$ cat src/rtl/mdu_pkg.sv
// rtl/mdu_pkg.sv - shared types and constants for the multiply/divide unit
package mdu_pkg;

  localparam int MDU_W    = 32;
  localparam int DIV_ITER = 32;

  typedef enum logic [2:0] {
    OP_NOP   = 3'd0,
    OP_MULT  = 3'd1,
    OP_MULTU = 3'd2,
    OP_DIV   = 3'd3,
    OP_DIVU  = 3'd4,
    OP_MTHI  = 3'd5,
    OP_MTLO  = 3'd6
  } mdu_op_t;

  typedef enum logic [1:0] {
    S_IDLE = 2'd0,
    S_MUL  = 2'd1,
    S_DIV  = 2'd2
  } mdu_state_t;

  // Magnitude of a 32-bit operand; 0x80000000 wraps to itself on purpose.
  function automatic logic [MDU_W-1:0] mag32(input logic [MDU_W-1:0] v, input logic is_signed);
    mag32 = (is_signed && v[MDU_W-1]) ? (~v + 32'd1) : v;
  endfunction

endpackage

$ cat src/rtl/mdu_hilo_if.sv
// rtl/mdu_hilo_if.sv - execute-stage to MDU request/response bundle
interface mdu_hilo_if;
  import mdu_pkg::*;

  logic             valid;
  mdu_op_t          op;
  logic [MDU_W-1:0] a;
  logic [MDU_W-1:0] b;
  logic             flush;
  logic             stall;
  logic [MDU_W-1:0] hi;
  logic [MDU_W-1:0] lo;

  modport master (output valid, op, a, b, flush, input stall, hi, lo);
  modport slave  (input valid, op, a, b, flush, output stall, hi, lo);

endinterface

$ cat src/rtl/mdu_div.sv
// rtl/mdu_div.sv - iterative unsigned restoring divider, one quotient bit per cycle
module mdu_div
  import mdu_pkg::*;
(
  input  logic             clk,
  input  logic             resetn,
  input  logic             start,
  kill,
  input  logic [MDU_W-1:0] dividend,
  input  logic [MDU_W-1:0] divisor,
  output logic             done,
  output logic [MDU_W-1:0] quotient,
  output logic [MDU_W-1:0] remainder
);

  logic [4:0]       r_cnt;
  logic             r_busy;
  logic [MDU_W-1:0] r_q;
  logic [MDU_W-1:0] r_r;
  logic [MDU_W-1:0] r_d;
  logic [MDU_W:0]   w_shift;
  logic [MDU_W:0]   w_diff;
  logic             w_ge;

  // Shift the next dividend bit into the partial remainder and trial-subtract.
  assign w_shift   = {r_r, r_q[MDU_W-1]};
  assign w_diff    = w_shift - {1'b0, r_d};
  assign w_ge      = ~w_diff[MDU_W];
  // Outputs show the post-iteration values so the final step can be committed on its own edge.
  assign quotient  = {r_q[MDU_W-2:0], w_ge};
  assign remainder = w_ge ? w_diff[MDU_W-1:0] : w_shift[MDU_W-1:0];
  assign done      = (r_cnt == 5'd0);

  // Load operands on start, then iterate until the counter reaches zero.
  always_ff @(posedge clk) begin
    if (!resetn) begin
      r_cnt  <= 5'd0;
      r_busy <= 1'b0;
      r_q    <= '0;
      r_r    <= '0;
      r_d    <= '0;
    end else if (kill) begin
      r_cnt  <= 5'd0;
      r_busy <= 1'b0;
    end else if (start) begin
      r_q    <= dividend;
      r_r    <= '0;
      r_d    <= divisor;
      r_cnt  <= 5'(DIV_ITER - 1);
      r_busy <= 1'b1;
    end else if (r_busy) begin
      r_q <= quotient;
      r_r <= remainder;
      if (r_cnt == 5'd0) r_busy <= 1'b0;
      else               r_cnt  <= r_cnt - 5'd1;
    end
  end

endmodule

$ cat src/rtl/mdu_hilo.sv
// rtl/mdu_hilo.sv - multiply/divide unit with architectural HI/LO registers
module mdu_hilo
  import mdu_pkg::*;
(
  input  logic       clk,
  input  logic       resetn,
  mdu_hilo_if.slave  bus
);

  mdu_state_t       r_state;
  mdu_state_t       w_next_state;
  logic [MDU_W-1:0] r_hi;
  logic [MDU_W-1:0] r_lo;
  logic [31:0]      r_pp_ll;
  logic [31:0]      r_pp_lh;
  logic [31:0]      r_pp_hl;
  logic [31:0]      r_pp_hh;
  logic             r_mneg;
  logic             r_qneg;
  logic             r_rneg;
  logic             r_dzero;

  logic             w_accept;
  logic             w_signed;
  logic             w_is_mul;
  logic             w_is_div;
  logic [MDU_W-1:0] w_a_mag;
  logic [MDU_W-1:0] w_b_mag;
  logic [63:0]      w_prod;
  logic [63:0]      w_prod_fix;
  logic             w_div_done;
  logic [MDU_W-1:0] w_quot;
  logic [MDU_W-1:0] w_rem;
  logic [MDU_W-1:0] w_quot_fix;
  logic [MDU_W-1:0] w_rem_fix;

  assign w_accept = (r_state == S_IDLE) && bus.valid && !bus.flush;
  assign w_signed = (bus.op == OP_MULT) || (bus.op == OP_DIV);
  assign w_is_mul = (bus.op == OP_MULT) || (bus.op == OP_MULTU);
  assign w_is_div = (bus.op == OP_DIV)  || (bus.op == OP_DIVU);
  assign w_a_mag  = mag32(bus.a, w_signed);
  assign w_b_mag  = mag32(bus.b, w_signed);

  assign w_prod = {r_pp_hh, 32'b0}
                + {16'b0, r_pp_hl, 16'b0}
                + {16'b0, r_pp_lh, 16'b0}
                + {32'b0, r_pp_ll};
  assign w_prod_fix = r_mneg ? (~w_prod + 64'd1) : w_prod;

  assign w_quot_fix = r_qneg ? (~w_quot + 32'd1) : w_quot;
  assign w_rem_fix  = r_rneg ? (~w_rem + 32'd1) : w_rem;

  assign bus.stall = (w_accept && (w_is_mul || w_is_div))
                   || ((r_state == S_DIV) && !w_div_done);
  assign bus.hi = r_hi;
  assign bus.lo = r_lo;

  mdu_div u_div (
    .clk       (clk),
    .resetn    (resetn),
    .start     (w_accept && w_is_div),
    .kill      (bus.flush),
    .dividend  (w_a_mag),
    .divisor   (w_b_mag),
    .done      (w_div_done),
    .quotient  (w_quot),
    .remainder (w_rem)
  );

  // State register.
  always_ff @(posedge clk) begin
    if (!resetn) r_state <= S_IDLE;
    else         r_state <= w_next_state;
  end

  // Next-state: long ops leave IDLE on accept; flush always returns to IDLE.
  always_comb begin
    w_next_state = r_state;
    case (r_state)
      S_IDLE: begin
        if (w_accept && w_is_mul)      w_next_state = S_MUL;
        else if (w_accept && w_is_div) w_next_state = S_DIV;
      end
      S_MUL:  w_next_state = S_IDLE;
      S_DIV:  if (bus.flush || w_div_done) w_next_state = S_IDLE;
      default: w_next_state = S_IDLE;
    endcase
  end

  // Capture partial products and sign flags at the accept edge.
  always_ff @(posedge clk) begin
    if (!resetn) begin
      r_pp_ll <= '0;
      r_pp_lh <= '0;
      r_pp_hl <= '0;
      r_pp_hh <= '0;
      r_mneg  <= 1'b0;
      r_qneg  <= 1'b0;
      r_rneg  <= 1'b0;
      r_dzero <= 1'b0;
    end else if (w_accept) begin
      if (w_is_mul) begin
        r_pp_ll <= {16'b0, w_a_mag[15:0]}  * {16'b0, w_b_mag[15:0]};
        r_pp_lh <= {16'b0, w_a_mag[15:0]}  * {16'b0, w_b_mag[31:16]};
        r_pp_hl <= {16'b0, w_a_mag[31:16]} * {16'b0, w_b_mag[15:0]};
        r_pp_hh <= {16'b0, w_a_mag[31:16]} * {16'b0, w_b_mag[31:16]};
        r_mneg  <= w_signed && (bus.a[31] ^ bus.b[31]);
      end
      if (w_is_div) begin
        r_qneg  <= w_signed && (bus.a[31] ^ bus.b[31]);
        r_rneg  <= w_signed && bus.a[31];
        r_dzero <= (bus.b == '0);
      end
    end
  end

  // HI/LO commit: MT writes at accept, products at end of MUL, quotients on the last divide step.
  always_ff @(posedge clk) begin
    if (!resetn) begin
      r_hi <= '0;
      r_lo <= '0;
    end else if (w_accept && (bus.op == OP_MTHI)) begin
      r_hi <= bus.a;
    end else if (w_accept && (bus.op == OP_MTLO)) begin
      r_lo <= bus.a;
    end else if ((r_state == S_MUL) && !bus.flush) begin
      r_hi <= w_prod_fix[63:32];
      r_lo <= w_prod_fix[31:0];
    end else if ((r_state == S_DIV) && w_div_done && !bus.flush && !r_dzero) begin
      r_hi <= w_rem_fix;
      r_lo <= w_quot_fix;
    end
  end

endmodule

$ cat src/flat_wrapper.sv
// flat-port wrapper written by rule: the top's interface ports become plain ports
module mdu_hilo_flat import mdu_pkg::*;
  (clk, resetn, bus_valid, bus_op, bus_a, bus_b, bus_flush, bus_stall, bus_hi, bus_lo);
  mdu_hilo_if bus_i ();
  input  logic clk;
  input  logic resetn;
  input wire logic [$bits(bus_i.valid)-1:0] bus_valid;
  input wire logic [$bits(bus_i.op)-1:0] bus_op;
  input wire logic [$bits(bus_i.a)-1:0] bus_a;
  input wire logic [$bits(bus_i.b)-1:0] bus_b;
  input wire logic [$bits(bus_i.flush)-1:0] bus_flush;
  output wire logic [$bits(bus_i.stall)-1:0] bus_stall;
  output wire logic [$bits(bus_i.hi)-1:0] bus_hi;
  output wire logic [$bits(bus_i.lo)-1:0] bus_lo;
  assign bus_i.valid = bus_valid;
  assign bus_i.op = bus_op;
  assign bus_i.a = bus_a;
  assign bus_i.b = bus_b;
  assign bus_i.flush = bus_flush;
  assign bus_stall = bus_i.stall;
  assign bus_hi = bus_i.hi;
  assign bus_lo = bus_i.lo;
  mdu_hilo u_core (.clk(clk), .resetn(resetn), .bus(bus_i));
endmodule
$ cat config.mk
export PLATFORM = sky130hd
export DESIGN_NAME = mdu_hilo_flat
export DESIGN_NICKNAME = d
export VERILOG_FILES = /design/src/rtl/mdu_pkg.sv /design/src/rtl/mdu_hilo_if.sv /design/src/rtl/mdu_div.sv /design/src/rtl/mdu_hilo.sv /design/src/flat_wrapper.sv
export SDC_FILE = /design/constraint.sdc
export NUM_CORES = 2
export LEC_CHECK = 0
export CORE_AREA = 2 2 430 432
export CTS_CLUSTER_SIZE = 30
export DETAILED_ROUTE_END_ITERATION = 8
export DIE_AREA = 0 0 432 434
export HOLD_SLACK_MARGIN = 0.08
export PLACE_DENSITY = 0.52
export REMOVE_ABC_BUFFERS = 1
export SYNTH_ARGS = -nofsm -noshare
export SYNTH_HDL_FRONTEND = slang
export SYNTH_SLANG_ARGS = --single-unit
$ cat constraint.sdc
create_clock -name clk -period 19.85 [get_ports clk]
set_input_delay 2.9775 -clock clk [delete_from_list [all_inputs] [get_ports clk]]
set_output_delay 2.9775 -clock clk [all_outputs]
set_load 0.01 [all_outputs]
==> results.txt <==
The element type at the critical path start is a primary input. Of all nets on the critical path, the largest fanout is 16. The count of boundary I/O pins is 136. The total number of placement rows came out at 157. The worst min-delay path category is flip-flop to flip-flop. Timing would allow up to 75.4 MHz. The gate count of the mapped netlist came out at 6836. The tree is rooted in a sky130_fd_sc_hd__clkbuf_16. The area share of and/or/nand/nor cells after synthesis came out at between 10% and 20%. The smallest clock period supported by the final layout is computed as 13.26 ns. The region available for standard cell placement spans roughly 180000 µm². The wire length per cell after detailed routing is 24.1 µm. Using the TritonRoute via totals, the vias-per-cell ratio works out to 5.33. The final critical path takes up 66.8% of the cycle.

In the final timing run, aggregate negative setup slack is 0 ns. The initial core utilization is 29.9%. In this run, post-CTS repair resized a total of 0 instances.

In this run the number of H-tree levels came out at 2. After clock tree synthesis, the clock-pin slew on the worst setup and hold paths is 0.06 ns. The final setup violation count is 0. The CTS tree is built. Counting distinct cell types in the post-synthesis netlist gives 93. The type of element capturing the critical path is a flip-flop. The fraction of synthesized area in multiplexers came out at 0.695%. After the last flow step, the layout net total stands at 8176.

The overall fraction of global-route tracks in use came out at 23.9%. The total DRC errors in the routed layout came out at 0. Global routing finished with a remaining overflow of 0. The slowest stage of the critical path belongs to the cell sky130_fd_sc_hd__nor4_1. The first global-routing pass estimated 334 mm of wire. The number of DRC violations after detailed-routing iteration 0 is 4410.

The sequential cell area fraction in the yosys report came out at 11.0%. The slew of the pin with the lowest slew margin came out at 1.23 ns. The share of layout cells above drive strength 1 came out at 5.29%. The via count of the first global-routing pass is 50.4k.

The data required time of the critical path came out at 20.35 ns. In the synthesized netlist the dominant register cell turns out to be sky130_fd_sc_hd__dfxtp_1. Synthesis inferred 300 register bits. The final setup skew came out at 0.0350 ns. The total number of clock tree sinks is 300. The total clock buffers created by CTS is 42. For the worst setup path, the data arrival time is ~14 ns. The reported max-cap violation count came out at 0. The adder and majority gate portion of the synthesized area is 40.9%. The initial antenna violation count came out at 10. The headroom to the max-slew limit came out at between 10% and 20%. The number of buffer cells added on primary ports is 135.

The total number of vias came out at roughly 49k. The total half-perimeter wirelength after legalization and detailed placement is between 150 and 200 mm. Routability-driven placement finished with a final weighted congestion of 0.950.

The most prevalent standard cell on the critical path is sky130_fd_sc_hd__fa_1. From bottom edge to top edge, the die measures between 400 and 500 µm. After synthesis, the share of flip-flops with an asynchronous set or reset is 0%. Yosys printed 0 warnings. The final-report hold violation count is 0. The number of synthesized flops with an enable pin is 0. The largest net degree at the start of global routing is 116. The number of max-slew violations in the final report is 0. Of the total synthesized cell area, the portion taken by XOR and XNOR cells is 6.25%. The routed design has 223 mm of wire. In this run the mean area of a mapped cell was roughly 8 µm². The area overhead of the layout relative to synthesis came out at 11.6%. The longest clock path from root to sink contains 3 buffers. At the later pin of the worst-skew pair, clock insertion delay measures 0.62 ns.

The flow ran to the end, and the final reports show no timing, DRC or antenna violations. The worst setup path is of the primary input to flip-flop kind. The delay of the slowest cell on the worst path is 0.82 ns. The worst hold margin came out at 0.454 ns. Post-CTS timing repair inserted 0 buffers for setup. The mapped netlist covers 54500 µm².

The number of buffers added to fix hold violations after cts came out at 0. The first detailed-routing pass took 6 iterations. The complex-gate fraction of the synthesized area is 13.4%. Setup repair after global routing left no endpoint under its margin. The chip width is 432 µm.

By area, the combinational part of the netlist is dominated by adder cells. The overall die area is approximately 190000 µm². The remaining antenna violation count after routing came out at 0.
[critical path, delay by kind of cell]
family	cells	cell delay, ns
muxes	1	0.22
buffers and inverters	7	1.23
AOI/OAI and AO/OA	11	2.53
xor gates and xnor gates	1	0.19
and+or+nand+nor	9	3.01
adders and majority gates	8	3.59
[per-layer routing]
metal | GRT usage, % | part of all wire [%] | up-vias
met1 | 29.8 | 40 | 24800
met3 | 3.71 | 7.3 | 448
met2 | 40.0 | 47 | 1970
li1 | - | - | 22000
met4 | 11.6 | 5.6 | 4
met5 | 0 | 0.014 | -
[sequential cells by signal (all words and copies together) (netlist names)]
signal	count
u_core.bus.hi	32
u_core.bus.lo	32
u_core.r_dzero	1
u_core.r_mneg	1
u_core.r_pp_hh	32
u_core.r_pp_hl	32
u_core.r_pp_lh	32
u_core.r_pp_ll	32
u_core.r_qneg	1
u_core.r_rneg	1
u_core.r_state	2
u_core.u_div.r_busy	1
u_core.u_div.r_cnt	5
u_core.u_div.r_d	32
u_core.u_div.r_q	32
u_core.u_div.r_r	32
[cells in the mapped netlist (all sizes together), types with 24 or more instances]
| master | n | area (µm²) |
|---|---|---|
| dfxtp | 300 | 6010 |
| nand2b | 29 | 181 |
| a31oi | 40 | 265 |
| buf | 29 | 136 |
| clkbuf | 337 | 1260 |
| mux2i | 30 | 300 |
| nand3 | 72 | 360 |
| o21bai | 30 | 225 |
| a21o | 72 | 541 |
| o211ai | 36 | 270 |
| inv | 999 | 3750 |
| o31ai | 38 | 285 |
| fa | 810 | 16200 |
| a311oi | 39 | 342 |
| o21a | 30 | 225 |
| nor4 | 41 | 293 |
| o21ai | 183 | 927 |
| a21oi | 378 | 1890 |
| ha | 487 | 6090 |
| nor3 | 104 | 521 |
| and3 | 32 | 200 |
| a211oi | 127 | 966 |
| nor2b | 24 | 150 |
| nand4 | 32 | 206 |
| or3 | 36 | 230 |
| xor2 | 135 | 1180 |
| nand2 | 990 | 3720 |
| nor2 | 844 | 3170 |
| xnor2 | 253 | 2220 |
[final timing paths]
kind | start | end | slack, ns | cells after the start
max | bus_a[0] | u_core.r_pp_hh[31] | 6.59 | 37
min reg2reg | u_core.r_dzero | u_core.r_dzero | 0.45 | 2
max reg2reg | u_core.u_div.r_q[31] | u_core.bus.hi[30] | 13.42 | 24
min | u_core.r_dzero | u_core.r_dzero | 0.45 | 2
[kinds of logic after synthesis]
kind of cell,after synthesis
buf+inv,1368
xor+xnor,388
fa+ha+maj,1297
flops,300
mux,37
compound gates,1123
simple gates,2323
[placed cells by master (no fill, tap or decap), drive strengths merged, types with 38 or more instances in the layout]
cell / count
inv: 1002
nand2: 990
nor2: 844
fa: 810
ha: 487
a21oi: 378
dfxtp: 300
xnor2: 253
o21ai: 183
buf: 160
xor2: 135
clkdlybuf4s50: 134
a211oi: 127
nor3: 104
a21o: 72
nand3: 72
clkbuf: 55
nor4: 41
a31oi: 40
a311oi: 39
o31ai: 38
[cell type report]
cell class | instances | area (µm²)
multi-input cells | 5168 | 44100
clock inverters | 23 | 253
repair buffers | 294 | 2540
diodes | 11 | 27.5
clock buffers | 55 | 1150
fillers | 19300 | 122000
inverters | 1002 | 3770
flip-flops and latches | 300 | 6010
well taps | 2385 | 2980
[through the flow]
| stage | cell area (µm²) | worst slack [ns] | std cells | util [%] |
|---|---|---|---|---|
| 2_1_floorplan | 53100 | 7.98 | 6470 | - |
| 3_3_place_gp | 59400 | 6.28 | 9149 | 32.6 |
| 3_5_place_dp | 59400 | 6.23 | 9149 | 32.6 |
| 4_1_cts | 60800 | 6.82 | 9227 | 33.3 |
| 5_1_grt | 60800 | 5.95 | 9232 | 33.3 |
| 6_report | 60900 | 6.59 | 9238 | 33.3 |
Power is not shown: default switching activity piles up to over one toggle a cycle in this logic, so the estimate is an artifact.
